**src/rtl/input_debouncer_if.sv**
```systemverilog
`default_nettype none
// ============================================================================
// Module      : input_debouncer_if
// Description : Signal bundle between a raw-input source and the debouncer.
//               The master drives the raw level and sample qualifier; the
//               slave (the debouncer) returns the clean level and edge pulses.
// Revision    : 1.0 - initial release
// ============================================================================
interface input_debouncer_if;
    logic raw_i;
    logic sample_en_i;
    logic level_o;
    logic rise_o;
    logic fall_o;
    logic busy_o;

    modport master (
        output raw_i,
        output sample_en_i,
        input  level_o,
        input  rise_o,
        input  fall_o,
        input  busy_o
    );

    modport slave (
        input  raw_i,
        input  sample_en_i,
        output level_o,
        output rise_o,
        output fall_o,
        output busy_o
    );
endinterface
`default_nettype wire

```
**src/rtl/input_debouncer.sv**
```systemverilog
`default_nettype none
// ============================================================================
// Module      : input_debouncer
// Description : Synchronises an asynchronous single-bit input and only lets a
//               new level through once it has been seen for STABLE_CYCLES
//               consecutive enabled samples. Emits one-cycle rise/fall pulses
//               aligned with the first cycle of the new level.
// Revision    : 1.0 - initial release
// ============================================================================
module input_debouncer #(
    parameter int unsigned SYNC_STAGES   = 2,
    parameter int unsigned STABLE_CYCLES = 4,
    parameter logic        RESET_LEVEL   = 1'b0
) (
    input  logic             clk_i,
    input  logic             reset_i,
    input_debouncer_if.slave bus
);

    localparam int unsigned      c_cnt_w    = (STABLE_CYCLES > 1) ? $clog2(STABLE_CYCLES) : 1;
    localparam logic [c_cnt_w-1:0] c_cnt_zero = '0;
    localparam logic [c_cnt_w-1:0] c_cnt_one  = c_cnt_w'(1);
    localparam logic [c_cnt_w-1:0] c_cnt_max  = c_cnt_w'(STABLE_CYCLES - 1);

    localparam logic [0:0] c_st_idle  = 1'b0;
    localparam logic [0:0] c_st_count = 1'b1;

    logic [SYNC_STAGES-1:0] r_sync;
    logic [0:0]             r_state;
    logic [c_cnt_w-1:0]     r_cnt;
    logic                   r_level;
    logic                   r_rise;
    logic                   r_fall;

    logic                   w_s;
    logic                   w_differ;

    // Last synchroniser stage is the sample the filter works on; a
    // candidate transition exists whenever it disagrees with the output.
    assign w_s      = r_sync[SYNC_STAGES-1];
    assign w_differ = (w_s != r_level);

    // Metastability chain, free-running regardless of the sample qualifier.
    always_ff @(posedge clk_i) begin
        if (reset_i) begin
            r_sync <= {SYNC_STAGES{RESET_LEVEL}};
        end else begin
            r_sync <= {r_sync[SYNC_STAGES-2:0], bus.raw_i};
        end
    end

    // Stability filter: count consecutive disagreeing samples, commit the
    // new level on the last one, and drop back to idle on any agreement.
    always_ff @(posedge clk_i) begin
        if (reset_i) begin
            r_state <= c_st_idle;
            r_cnt   <= c_cnt_zero;
            r_level <= RESET_LEVEL;
            r_rise  <= 1'b0;
            r_fall  <= 1'b0;
        end else begin
            // Pulses last one clock; disabled cycles never carry a pulse.
            r_rise <= 1'b0;
            r_fall <= 1'b0;
            if (bus.sample_en_i) begin
                if (r_state == c_st_idle) begin
                    if (w_differ) begin
                        r_state <= c_st_count;
                        r_cnt   <= c_cnt_one;
                    end else begin
                        r_cnt   <= c_cnt_zero;
                    end
                end else begin
                    if (!w_differ) begin
                        // Excursion ended early: glitch, discard it.
                        r_state <= c_st_idle;
                        r_cnt   <= c_cnt_zero;
                    end else if (r_cnt == c_cnt_max) begin
                        r_level <= w_s;
                        r_rise  <= w_s;
                        r_fall  <= ~w_s;
                        r_state <= c_st_idle;
                        r_cnt   <= c_cnt_zero;
                    end else begin
                        r_cnt   <= r_cnt + c_cnt_one;
                    end
                end
            end
        end
    end

    assign bus.level_o = r_level;
    assign bus.rise_o  = r_rise;
    assign bus.fall_o  = r_fall;
    assign bus.busy_o  = (r_state == c_st_count);

endmodule
`default_nettype wire

```
**src/flat_wrapper.sv**
```systemverilog
// flat-port wrapper written by rule: the top's interface ports become plain ports
module input_debouncer_flat 
#(
    parameter int unsigned SYNC_STAGES   = 2,
    parameter int unsigned STABLE_CYCLES = 4,
    parameter logic        RESET_LEVEL   = 1'b0
)
  (clk_i, reset_i, bus_raw_i, bus_sample_en_i, bus_level_o, bus_rise_o, bus_fall_o, bus_busy_o);
  input_debouncer_if bus_i ();
  input  logic clk_i;
  input  logic reset_i;
  input wire logic [$bits(bus_i.raw_i)-1:0] bus_raw_i;
  input wire logic [$bits(bus_i.sample_en_i)-1:0] bus_sample_en_i;
  output wire logic [$bits(bus_i.level_o)-1:0] bus_level_o;
  output wire logic [$bits(bus_i.rise_o)-1:0] bus_rise_o;
  output wire logic [$bits(bus_i.fall_o)-1:0] bus_fall_o;
  output wire logic [$bits(bus_i.busy_o)-1:0] bus_busy_o;
  assign bus_i.raw_i = bus_raw_i;
  assign bus_i.sample_en_i = bus_sample_en_i;
  assign bus_level_o = bus_i.level_o;
  assign bus_rise_o = bus_i.rise_o;
  assign bus_fall_o = bus_i.fall_o;
  assign bus_busy_o = bus_i.busy_o;
  input_debouncer #(.SYNC_STAGES(SYNC_STAGES), .STABLE_CYCLES(STABLE_CYCLES), .RESET_LEVEL(RESET_LEVEL)) u_core (.clk_i(clk_i), .reset_i(reset_i), .bus(bus_i));
endmodule
```
**config.mk**
```make
export PLATFORM = sky130hd
export DESIGN_NAME = input_debouncer_flat
export DESIGN_NICKNAME = d
export VERILOG_FILES = /design/src/rtl/input_debouncer_if.sv /design/src/rtl/input_debouncer.sv /design/src/flat_wrapper.sv
export SDC_FILE = /design/constraint.sdc
export NUM_CORES = 1
export LEC_CHECK = 0
export BUFFER_PORTS_ARGS = -buffer_cell sky130_fd_sc_hd__buf_2
export CAP_MARGIN = 40
export CORE_AREA = 2 2 39 41
export CTS_CLUSTER_SIZE = 40
export DETAILED_ROUTE_END_ITERATION = 12
export DIE_AREA = 0 0 41 43
export HOLD_SLACK_MARGIN = 0.08
export PLACE_DENSITY = 0.43
export SYNTH_ARGS = -nofsm -noshare
export SYNTH_HDL_FRONTEND = slang
export SYNTH_SLANG_ARGS = --single-unit
```
**constraint.sdc**
```tcl
create_clock -name clk_i -period 1.35 [get_ports clk_i]
set_input_delay 0.135 -clock clk_i [delete_from_list [all_inputs] [get_ports clk_i]]
set_output_delay 0.135 -clock clk_i [all_outputs]
set_load 0.03 [all_outputs]
```
==> metrics.cfg <==
[global_route]
grt_util_met1_pct = 6.15
grtUsageMet3_pct = 3.14
use_met2_pct = 8.44
first_global_vias = 189
grt_overflow = 0
grt_use_total_pct = 6.74
grt.busiest_layer = met4
grt_pass1_wl_um = 696
antenna_found_initial = 0
grt_max_degree = 8

[routing]
detail_route.wirelength_um = 469
vias = 217
first_pass_iters = 2
routed_via_density = 4.34
final_antenna_net_count = 0
wl_per_cell_um = 9.38
drt_iter0_drc = 1
drc = 0

[cts]
post_cts_buffers = 0
cts_buffer_depth = 2
clock_latency_ns = 0.25
hold_buffers = 0
cts-htree-levels = 1
cts_resized = 0
cts_made_buffers = 3
cts_tree = done
cts_sinks = 8
cts_root_buf = clkbuf_4
path_clk_slew_ns = 0.05

[floorplanning]
ios = 8
rows = 14
die-width_um = 41
fp.dieArea_um2 = 1760
core_area_um2 = 1380
start_util_pct = 20.5
die_y_um = 43

[timing]
max_freq_mhz = 950
fin_crit_sh_pct = 77.9
hold_ws_ns = 0.0906
rsz0062_at_grt = no
final_max_slew_viol_count = 0
maxSlewHeadroom_pct = 83.8
setup_tns_ns = 0
finalClockSkew_ns = 0.00305
final-hold-violation-count = 0
setup_viol = 0
fin_crit_ns = 1.05
worst_slew_pin_slew_ns = 0.239

[yosys]
synth_area_um2 = 284
yosysWarnings = 0
ys_types = 13
synth-seq-cells = 8
postSynthCellCount = 24
syn_avg_cell_area_um2 = 11.8
syn-num-nets = 29
yosysSeqAreaShare_pct = 56.4

[critical_path]
start_kind = register
arrival_ns = 1.20
cp_data_required_time_ns = 1.50
cp_slowest_stage_delay_ns = 0.35
path_cells = ha_1 > nand3_1 > nor4b_1
crit_slowest_cell = dfxtp_1
critical_path.top_delay_family = simple AND/OR/NAND/NOR gates
cp.buffers_inverters = 0
criticalPathCategory = reg2reg
cp-end-kind = register
reg2reg_setup_slack_ns = 0.30
critPathMaxFanout = 3

[layout]
drive_gt1_share_pct = 35.3
fin_area_um2 = 362
diodes = 0
fillCellCount = 155
nNetsFinal = 41
area.growth.synth_to_final_pct = 27.3

[power_and_ir_drop]
total_leakage_power_nw = 0.161
p_per_area_nw_per_um2 = 1220
vdd_drop_max_mv = 0.322

[flow_run]
drv_cap = 0

[placement]
gp_routability_congestion = 0.559
io_buffers = 7
dpl-instance-area_um2 = 339

[hold_path]
hold_path.class = in2reg

[run_status]
outcome = finished clean

logic make-up after synthesis:
logic type      share of synthesized area (%)
compound gates                           11.9
xor+xnor                                 3.08
fa+ha+maj                                4.40
flops                                    56.4
mux                                      3.52
simple gates                             20.7
Yosys cell counts, drive strengths merged:
| master | count | area share, % |
|---|---|---|
| nor3b | 1 | 4.4 |
| mux2i | 1 | 3.5 |
| a32o | 1 | 4.0 |
| o21ai | 1 | 1.8 |
| dfxtp | 8 | 56 |
| nand2 | 1 | 1.3 |
| nand3 | 1 | 1.8 |
| a22o | 2 | 6.2 |
| nor4b | 2 | 6.2 |
| xnor2 | 1 | 3.1 |
| nor2b | 2 | 4.4 |
| nor2 | 2 | 2.6 |
| ha | 1 | 4.4 |
sequential cells by signal, indices dropped and copies added (netlist names):
| register | count |
|---|---|
| u_core.bus.busy_o | 1 |
| u_core.r_sync | 2 |
| u_core.bus.level_o | 1 |
| u_core.bus.fall_o | 1 |
| u_core.bus.rise_o | 1 |
| u_core.r_cnt | 2 |
layer usage:
metal	vias to the layer above	part of all wire, %	wire (µm)
li1	109	-	-
met1	103	38	180
met2	5	53	250
met3	0	8.1	38
met4	0	0	0
met5	-	0	0
cell usage in the layout (no fill, tap or decap):
cell type  count
dfxtp_1        8
nor2b_1        2
a32o_2         1
clkbuf_4       3
ha_1           1
buf_2          7
mux2i_1        1
nor4b_1        2
a22o_1         2
nand2_1        1
nor3b_2        1
nor2_1         2
nand3_1        1
xnor2_1        1
o21ai_0        1
final cells by class:
cell class	instances	area (µm²)	area share, %
Multi-Input combinational cell	16	124	34.3
Tap cell	16	20.0	5.54
Clock buffer	3	22.5	6.23
Timing Repair Buffer	7	35.0	9.69
Sequential cell	8	160	44.3
power breakdown:
group | internal (mW) | total [mW] | leakage (nW) | switching, mW
clock network | 0.102 | 0.179 | 0.0138 | 0.0779
logic | 0.00860 | 0.0177 | 0.0825 | 0.00910
registers | 0.241 | 0.244 | 0.0650 | 0.00310
total | 0.351 | 0.441 | 0.161 | 0.0901
worst register-to-register path: cells and delay by family (launching register included):
kind	cells	cell delay (ns)
flops	1	0.35
simple gates	2	0.41
fa+ha+maj	1	0.20
final timing paths:
| path | from | endpoint | depth (start not counted) |
|---|---|---|---|
| max | u_core.r_cnt[0] | u_core.bus.rise_o | 3 |
| min reg2reg | u_core.r_sync[0] | u_core.r_sync[1] | 1 |
| min | bus_raw_i | u_core.r_sync[0] | 2 |
| max reg2reg | u_core.r_cnt[0] | u_core.bus.rise_o | 3 |
per-stage QoR:
stage / util [%] / worst slack (ns) / cells / power (mW)
2_1_floorplan: - / 0.197 / 24 / 0.257
3_3_place_gp: 24.5 / 0.341 / 47 / 0.266
3_5_place_dp: 24.5 / 0.307 / 47 / 0.267
4_1_cts: 26.1 / 0.280 / 50 / 0.455
5_1_grt: 26.1 / 0.188 / 50 / 0.467
6_report: 26.1 / 0.298 / 50 / 0.441
Power figures use the tool's default switching activity.
